<file path="src/rtl/pf_pkg.sv">
// Shared types and constants for the instruction prefetch queue.
package pf_pkg;

  localparam int unsigned XLEN = 32;
  localparam logic [XLEN-1:0] PC_STEP = 32'd4;

  typedef enum logic [1:0] {
    S_IDLE    = 2'd0,
    S_WAIT    = 2'd1,
    S_DISCARD = 2'd2
  } fetch_state_e;

  typedef struct packed {
    logic [XLEN-1:0] pc;
    logic [XLEN-1:0] pc_plus4;
    logic [XLEN-1:0] instr;
  } pf_entry_t;

  localparam int unsigned ENTRY_W = $bits(pf_entry_t);

endpackage

</file>
<file path="src/rtl/pf_fifo.sv">
// Synchronous FIFO with flush and a registered head that tracks the
// entry that will be at the front after this cycle's push/pop.
module pf_fifo #(
  parameter int unsigned WIDTH = 96,
  parameter int unsigned DEPTH = 4
) (
  input  logic                     CLK,
  input  logic                     RESET,
  input  logic                     flush,
  input  logic                     push,
  input  logic [WIDTH-1:0]         wdata,
  input  logic                     pop,
  output logic [WIDTH-1:0]         head,
  output logic                     valid,
  output logic [$clog2(DEPTH):0]   count
);

  localparam int unsigned PTR_W = $clog2(DEPTH);
  localparam int unsigned CNT_W = PTR_W + 1;

  logic [WIDTH-1:0] mem [DEPTH];
  logic [PTR_W-1:0] rd_ptr;
  logic [PTR_W-1:0] wr_ptr;
  logic [PTR_W-1:0] rd_ptr_next;
  logic [CNT_W-1:0] count_after_pop;
  logic [CNT_W-1:0] count_next;
  logic             push_eff;
  logic             pop_eff;
  logic [WIDTH-1:0] head_next;

  // Head lookahead: an existing entry if one survives the pop, else the word being pushed.
  always_comb begin
    push_eff        = push & ~flush;
    pop_eff         = pop & ~flush & (count != '0);
    rd_ptr_next     = rd_ptr + PTR_W'(pop_eff);
    count_after_pop = count - CNT_W'(pop_eff);
    count_next      = count_after_pop + CNT_W'(push_eff);
    head_next       = head;
    if (count_after_pop != '0) begin
      head_next = mem[rd_ptr_next];
    end else if (push_eff) begin
      head_next = wdata;
    end
  end

  always_ff @(posedge CLK) begin
    if (push_eff) begin
      mem[wr_ptr] <= wdata;
    end
  end

  always_ff @(posedge CLK or posedge RESET) begin
    if (RESET) begin
      rd_ptr <= '0;
      wr_ptr <= '0;
      count  <= '0;
      valid  <= 1'b0;
      head   <= '0;
    end else if (flush) begin
      rd_ptr <= '0;
      wr_ptr <= '0;
      count  <= '0;
      valid  <= 1'b0;
    end else begin
      rd_ptr <= rd_ptr_next;
      wr_ptr <= wr_ptr + PTR_W'(push_eff);
      count  <= count_next;
      valid  <= (count_next != '0);
      head   <= head_next;
    end
  end

endmodule

</file>
<file path="src/rtl/instr_prefetch_queue.sv">
// Instruction fetch front end: issues word requests over req/ack, queues
// returned words with their PC, and restarts fetch on redirect.
module instr_prefetch_queue #(
  parameter int unsigned DEPTH    = 4,
  parameter logic [31:0] RESET_PC = 32'h0000_0000
) (
  input  logic        CLK,
  input  logic        RESET,
  output logic        imem_req,
  output logic [31:0] imem_addr,
  input  logic        imem_ack,
  input  logic [31:0] imem_rdata,
  input  logic        redirect_valid,
  input  logic [31:0] redirect_pc,
  output logic        instr_valid,
  output logic [31:0] instr,
  output logic [31:0] instr_pc,
  output logic [31:0] instr_pc_plus4,
  input  logic        instr_ready
);

  import pf_pkg::*;

  localparam int unsigned CNT_W = $clog2(DEPTH) + 1;
  localparam logic [CNT_W-1:0] DEPTH_C = CNT_W'(DEPTH);

  fetch_state_e     state;
  fetch_state_e     state_next;
  logic [31:0]      fetch_pc;
  logic [31:0]      fetch_pc_next;
  logic [31:0]      fetch_pc_inc;
  logic [31:0]      addr_next;
  logic [CNT_W-1:0] count;
  logic [CNT_W-1:0] count_after_pop;
  logic             pop;
  logic             push;
  pf_entry_t        push_entry;
  pf_entry_t        head_entry;
  logic [ENTRY_W-1:0] head_bits;

  // Next-state: a request is only issued when its response already has a slot.
  always_comb begin
    state_next      = state;
    fetch_pc_next   = fetch_pc;
    addr_next       = imem_addr;
    push            = 1'b0;
    fetch_pc_inc    = fetch_pc + PC_STEP;
    pop             = instr_valid & instr_ready & ~redirect_valid;
    count_after_pop = count - CNT_W'(pop);
    push_entry      = '{pc: fetch_pc, pc_plus4: fetch_pc_inc, instr: imem_rdata};

    if (redirect_valid) begin
      fetch_pc_next = {redirect_pc[31:2], 2'b00};
      case (state)
        S_WAIT, S_DISCARD: state_next = imem_ack ? S_IDLE : S_DISCARD;
        default:           state_next = S_IDLE;
      endcase
    end else begin
      case (state)
        S_IDLE: begin
          if (count_after_pop < DEPTH_C) begin
            state_next = S_WAIT;
            addr_next  = fetch_pc;
          end
        end
        S_WAIT: begin
          if (imem_ack) begin
            push          = 1'b1;
            fetch_pc_next = fetch_pc_inc;
            if ((count_after_pop + CNT_W'(1)) < DEPTH_C) begin
              addr_next = fetch_pc_inc;
            end else begin
              state_next = S_IDLE;
            end
          end
        end
        S_DISCARD: begin
          if (imem_ack) begin
            state_next = S_IDLE;
          end
        end
        default: state_next = S_IDLE;
      endcase
    end
  end

  always_ff @(posedge CLK or posedge RESET) begin
    if (RESET) begin
      state     <= S_IDLE;
      fetch_pc  <= RESET_PC;
      imem_addr <= RESET_PC;
      imem_req  <= 1'b0;
    end else begin
      state     <= state_next;
      fetch_pc  <= fetch_pc_next;
      imem_addr <= addr_next;
      imem_req  <= (state_next == S_WAIT) || (state_next == S_DISCARD);
    end
  end

  pf_fifo #(
    .WIDTH (ENTRY_W),
    .DEPTH (DEPTH)
  ) u_fifo (
    .CLK   (CLK),
    .RESET (RESET),
    .flush (redirect_valid),
    .push  (push),
    .wdata (push_entry),
    .pop   (pop),
    .head  (head_bits),
    .valid (instr_valid),
    .count (count)
  );

  assign head_entry     = pf_entry_t'(head_bits);
  assign instr          = head_entry.instr;
  assign instr_pc       = head_entry.pc;
  assign instr_pc_plus4 = head_entry.pc_plus4;

endmodule

</file>
<file path="config.mk">
export PLATFORM = sky130hd
export DESIGN_NAME = instr_prefetch_queue
export DESIGN_NICKNAME = d
export VERILOG_FILES = /design/src/rtl/pf_pkg.sv /design/src/rtl/pf_fifo.sv /design/src/rtl/instr_prefetch_queue.sv
export SDC_FILE = /design/constraint.sdc
export NUM_CORES = 1
export LEC_CHECK = 0
export ABC_AREA = 1
export CAP_MARGIN = 30
export CORE_MARGIN = 2
export CORE_UTILIZATION = 45
export DETAILED_ROUTE_END_ITERATION = 10
export MAX_ROUTING_LAYER = met4
export PLACE_DENSITY = 0.67
export SLEW_MARGIN = 20
export SYNTH_ARGS = -nofsm -noshare
export SYNTH_HDL_FRONTEND = slang
export SYNTH_SLANG_ARGS = --single-unit
</file>
<file path="constraint.sdc">
create_clock -name CLK -period 7.4 [get_ports CLK]
set_clock_uncertainty 0.05 [all_clocks]
set_input_delay 1.85 -clock CLK [delete_from_list [all_inputs] [get_ports CLK]]
set_output_delay 1.85 -clock CLK [all_outputs]
set_load 0.1 [all_outputs]
</file>
## Word level (Yosys, flattened, before mapping)

Memories as Yosys holds them, arrays and structs flattened.
Index checks and enable logic that the tools add are counted.

- Bits in registers: 171
- Bits in writable memories: 384
- Input port bits: 69
- Output and inout port bits: 130
- Word-level logic and storage cells: 71
- Memories: 1

Memory list:

| memory | words | width | rd ports | clocked after Yosys merged registers in | wr ports | line | source |
|---|---|---|---|---|---|---|---|
| u_fifo.mem | 4 | 96 | 1 | 0 | 1 | pf_fifo.sv:21 | `logic [WIDTH-1:0] mem [DEPTH];` |

- $add $sub $neg: 7
- Magnitude comparators: 2
- Eq/ne operators: 7
- Muxes and demuxes: 26
- Bitwise operators: 6
- Reductions and logical operators: 13

Operators by type and width:

| kind | count |
|---|---|
| 32-bit 2-to-1 mux | 6 |
| 96-bit 2-to-1 mux | 2 |
| 32-bit case mux with 2 select lines | 1 |
| 32-bit by 3-bit adder with 32-bit output, second input constant | 1 |
| 2-bit 2-to-1 mux | 9 |
| 3-bit nonzero test | 3 |
| 2-bit nonzero test | 4 |
| 3-bit < comparator, second input constant | 2 |
| 1-bit 2-to-1 mux | 6 |
| 2-bit != test, second input constant | 3 |
| 2-bit case mux with 3 select lines | 1 |
| 3-bit by 1-bit subtractor with 3-bit output | 2 |
| 1-bit AND | 5 |
| 5-bit AND reduction | 1 |
| 2-bit by 1-bit adder with 2-bit output | 2 |
| 2-bit by 1-bit equality test with 1-bit output, second input constant | 2 |
| 2-bit equality test, second input constant | 2 |
| 2-bit AND reduction | 2 |
| 3-bit by 1-bit adder with 3-bit output | 1 |
| 3-bit by 1-bit adder with 3-bit output, second input constant | 1 |
| 3-bit 2-to-1 mux | 1 |
| 2-bit logical NOT | 1 |
| 2-bit OR reduction | 1 |
| 1-bit logical OR | 1 |
| 1-bit inverter | 1 |

## Longest topological paths before layout

- Depth in word-level cells: 11
- Mapped depth: 19
- Gate-level depth less buffers: 17

## By module

A second synthesis with hierarchy kept.

- Cell total of the unflattened synthesis: 2,720
- Area total of the unflattened synthesis: 24,562.3 µm²

By module, submodules not included:

| module | instances | cells each | area each (µm²) | seq. area each (µm²) |
|---|---|---|---|---|
| pf_fifo | 1 | 2,096 | 20,425.8 | 14,133.6 |
| instr_prefetch_queue | 1 | 624 | 4,136.5 | 1,576.5 |

## Least setup slack after synthesis

OpenSTA, ideal clock, no wires.

- Path kind: input-to-reg
- From: input port redirect_valid
- To: memory u_fifo.mem[0][0], enable pin
- Setup time: 656 ps
- Arrival time: 8,458 ps
- Data required time: 6,694 ps
- Setup slack: -1,764 ps
- Cell stages on the path: 4
- Buffers on the path: 1
- Path through: buf_2 nor2_1 inv_2 nor3_1

- Cells in the longest elaborated chain, start to end: 4
- Elaborated cells on any way between the ends: 5
- Those cells by class: mux: 3; bitwise: 2

RTL lines:

| element | line | source |
|---|---|---|
| start: declaration | instr_prefetch_queue.sv:13 | `input logic redirect_valid,` |
| 1-bit 2-to-1 mux / 1-bit inverter (equally long branches) | - |  |
| 1-bit AND * | pf_fifo.sv:33 | `push_eff = push & ~flush;` |
| 1-bit 2-to-1 mux * | pf_fifo.sv:47 | `if (push_eff) begin` |
| 1-bit 2-to-1 mux (not written as such) * | pf_fifo.sv:48 | `mem[wr_ptr] <= wdata;` |
| end: declaration | pf_fifo.sv:21 |  |

Every way passes the cells marked *; elsewhere a longest branch is shown, timed or not.

## Worst setup path in the final report

- From: input port instr_ready
- To: register u_fifo.head[92]

- Cells in the longest elaborated chain, start to end: 8
- Elaborated cells on any way between the ends: 11
- Those cells by class: add/sub: 2; mux: 1; bitwise: 4; reduce/logical: 3; memory: 1

RTL lines:

| element | line | source |
|---|---|---|
| start: declaration | instr_prefetch_queue.sv:19 | `input logic instr_ready` |
| 1-bit AND * (2 in series) | instr_prefetch_queue.sv:48 | `pop = instr_valid & instr_ready & ~redirect_valid;` |
| 1-bit AND * (2 in series) | pf_fifo.sv:34 | `pop_eff = pop & ~flush & (count != '0);` |
| 3-bit by 1-bit subtractor with 3-bit output | pf_fifo.sv:36 | `count_after_pop = count - CNT_W'(pop_eff);` |
| 3-bit nonzero test | pf_fifo.sv:39 | `if (count_after_pop != '0) begin` |
| 2-bit nonzero test (no line) | - |  |
| 2-bit AND reduction (no line) | - |  |
| end signal: assignment | pf_fifo.sv:69 | `head <= head_next;` |
| end: declaration | pf_fifo.sv:13 | `output logic [WIDTH-1:0] head,` |

Marked as above.
A chain may end at the register's enable or synchronous reset.

==> results.sh <==
export IMPL_status="finished clean"
export IMPL_synth_edf_count=368
export IMPL_setup_viol=0
export IMPL_synthCells=2224
export IMPL_pwr_share_comb=0.412
export IMPL_die_h_um=228
export IMPL_postLayoutCellArea_um2=27500
export IMPL_synthesis_area_um2=22600
export IMPL_cts_root_buf="clkbuf_16"
export IMPL_slew_viol_final=0
export IMPL_final_hold_viol_count=0
export IMPL_synth_top_area_frac=0.489
export IMPL_cap_violations=0
export IMPL_required_ns=7.86
export IMPL_clock_fmax_ghz=0.216
export IMPL_cts_hold_buf=0
export IMPL_clk_pin_slew_ns=0.06
export IMPL_seqPwrFrac=0.348
export IMPL_switchingPower_mw=5.00
export IMPL_cts_buffer_depth=3
export IMPL_p_leak_nw=10.8
export IMPL_yosysMostFrequentCell="nand2_1"
export IMPL_hold_path_class="reg -> reg"
export IMPL_yosysTopAreaCell="edfxtp_1"
export IMPL_pin_count=199
export IMPL_synthTopCellsByCount="nand2_1, edfxtp_1, nand3_1"
export IMPL_synth_seq_area_share=0.670
export IMPL_postCtsSetupRepairBufs=0
export IMPL_period_share=0.625
export IMPL_tightest_slew_ns=1.03
export IMPL_place_congestion=0.906
export IMPL_drive_gt1_frac=0.0679
export IMPL_start_util=0.453
export IMPL_dp_cells=3012
export IMPL_first_global_vias=16328
export IMPL_pre_cts_ws_ns=2.20
export IMPL_worstSkewPairLatency_ns=0.61
export IMPL_port_buffers=190
export IMPL_cts_sinks=531
export IMPL_synth_cell_types=33
export IMPL_cp_max_fo=58
export IMPL_p_sw_frac=0.435
export IMPL_die_w_um=228
export IMPL_grt_pass1_wl_um=93800
export IMPL_fill_cells=4278
export IMPL_final_cells=3117
export IMPL_setup_ws_ns=2.77
export IMPL_grtUsageTotal=0.239
export IMPL_utilization=0.551
export IMPL_grt_remaining_overflow=0
export IMPL_fin_crit_ns=4.63
export IMPL_ys_ff_latch=531
export IMPL_cts_buffers=54
export IMPL_setup_worst_path_class="in -> reg"
export IMPL_hpwl_um=35500
export IMPL_synthArstFlopShare=0.307
export IMPL_first_pass_iters=6
export IMPL_endpoint_kind="flip-flop"
export IMPL_totalWireLength_um=60800
export IMPL_htreeDepth=2
export IMPL_p_clk_frac=0.240
export IMPL_grt_start_max_net_pins=92
export IMPL_antenna_found_initial=1
export IMPL_start_kind="primary input"
export IMPL_wl_per_cell_um=19.5
export IMPL_drt_iter0_drc=1608
export IMPL_cts_tree="done"
export IMPL_p_int_mw=6.50
export IMPL_dieArea_um2=52000
export IMPL_cts_resized=0
export IMPL_ir_worst_vdd_mv=0.468
export IMPL_cp_arrival_ns=5.09
export IMPL_ant_nets=0
export IMPL_ys_flop_type="edfxtp_1"
export IMPL_power_density_nw_per_um2=418
export IMPL_placed_area_um2=25600
export IMPL_final_nets=2480
export IMPL_rsz0062_at_grt="no"
export IMPL_ys_warn_count=0
export IMPL_routed_via_density=5.38
export IMPL_vias=16774
export IMPL_area_delta_synth_final_pct=21.7
export IMPL_syn_avg_cell_area_um2=10.2
export IMPL_fp_coreArea_um2=49900
export IMPL_synth_area_leaders="edfxtp_1, dfrtp_1, nand2_1"
export IMPL_post_route_drc_count=0
export IMPL_maxSlewHeadroom=0.308
export IMPL_rows=82
metal layers:
layer  vias to the layer above  global-route usage  share of wire
met5                         -                   -              0
met4                         0              0.0703          0.025
li1                       7837                   -              -
met1                      8205               0.311           0.42
met2                       637               0.388           0.49
met3                        95              0.0406          0.070
cell usage in the layout (no fill, tap or decap), types with 4 or more instances in the layout:
master and count:
a21oi_1 73, a31oi_1 43, buf_12 6, buf_16 20, buf_4 24, bufinv_16 4
clkbuf_1 15, clkbuf_16 55, clkbuf_8 11, clkdlybuf4s50_1 189, clkinv_1 6, clkinv_2 8
conb_1 6, dfrtp_1 163, edfxtp_1 368, ha_1 12, inv_1 59, nand2_1 873
nand3_1 183, nand3b_1 10, nor2_1 119, nor2_2 5, nor3_1 27, nor3_2 4
o211ai_1 19, o21ai_0 78, o21ai_1 12, or2_2 10, xor2_1 12
sequential cells by signal (all words and copies together), names as in the netlist:
name and count:
u_fifo.mem 368, state 2, u_fifo.count 3, u_fifo.rd_ptr 2
imem_req 1, u_fifo.wr_ptr 2, u_fifo.head 92, imem_addr 30
fetch_pc 30, u_fifo.valid 1
path summary, 6_finish.rpt:
kind / startpoint / endpoint / slack, ns / depth (start not counted)
max reg2reg: u_fifo.count[2] / u_fifo.head[92] / 4.07 / 10
min: imem_addr[17] / imem_addr[17] / 0.43 / 2
max in group asynchronous: RESET / u_fifo.head[13] / 4.58 / 3
min reg2reg: imem_addr[17] / imem_addr[17] / 0.43 / 2
max: instr_ready / u_fifo.head[92] / 2.77 / 13
min in group asynchronous: RESET / u_fifo.head[67] / 1.74 / 2
logic make-up (layout without fill, tap and decap cells):
kind of cell,count (synthesis),after routing,synth area share
xor gates and xnor gates,17,17,0.00693
other,1,8,0.000166
buffers and inverters,193,407,0.0367
DFF,531,531,0.670
AOI/OAI and AO/OA,231,231,0.0568
and+or+nand+nor,1238,1238,0.222
adders and majority gates,13,13,0.00721
area by class of cell:
type                            instances  area, µm²  share of cell area
Antenna cell                            2       5.00            0.000182
Multi-Input combinational cell       1505       6700               0.244
Timing Repair Buffer                  240       2750               0.100
Tap cell                              672        841              0.0306
Sequential cell                       531      15100               0.551
Inverter                               66        259             0.00942
Clock buffer                           81       1580              0.0576
Clock inverter                         20        220             0.00801
critical path: stages:
cell,delay [ns]
clkdlybuf4s50_1,0.45
nand2_1,0.04
nor2_1,0.15
o31ai_1,0.10
inv_1,0.13
ha_4,0.32
inv_4,0.51
buf_4,0.54
buf_4,0.40
nand2_1,0.09
nand3_1,0.10
nand3_1,0.09
a31oi_1,0.19
power groups by stage:
stage                     clock (mW)  combinational, mW  sequential, mW
after floorplan                    0              0.975            6.29
after global placement             0               4.39            4.05
after detailed placement           0               4.74            4.06
after CTS                       2.79               4.76            4.01
after global routing            2.92               4.94            4.05
final                           2.76               4.73            4.00
stage by stage:
stage               power [mW]  hold WS (ns)  setup TNS [ns]
floorplan                 7.26         0.421         -648.92
global placement          8.44         0.412               0
detailed placement        8.80         0.415               0
CTS                       11.6         0.432               0
global route              11.9         0.457               0
finish                    11.5         0.429               0
No activity file was read; power rests on OpenSTA's default activity.
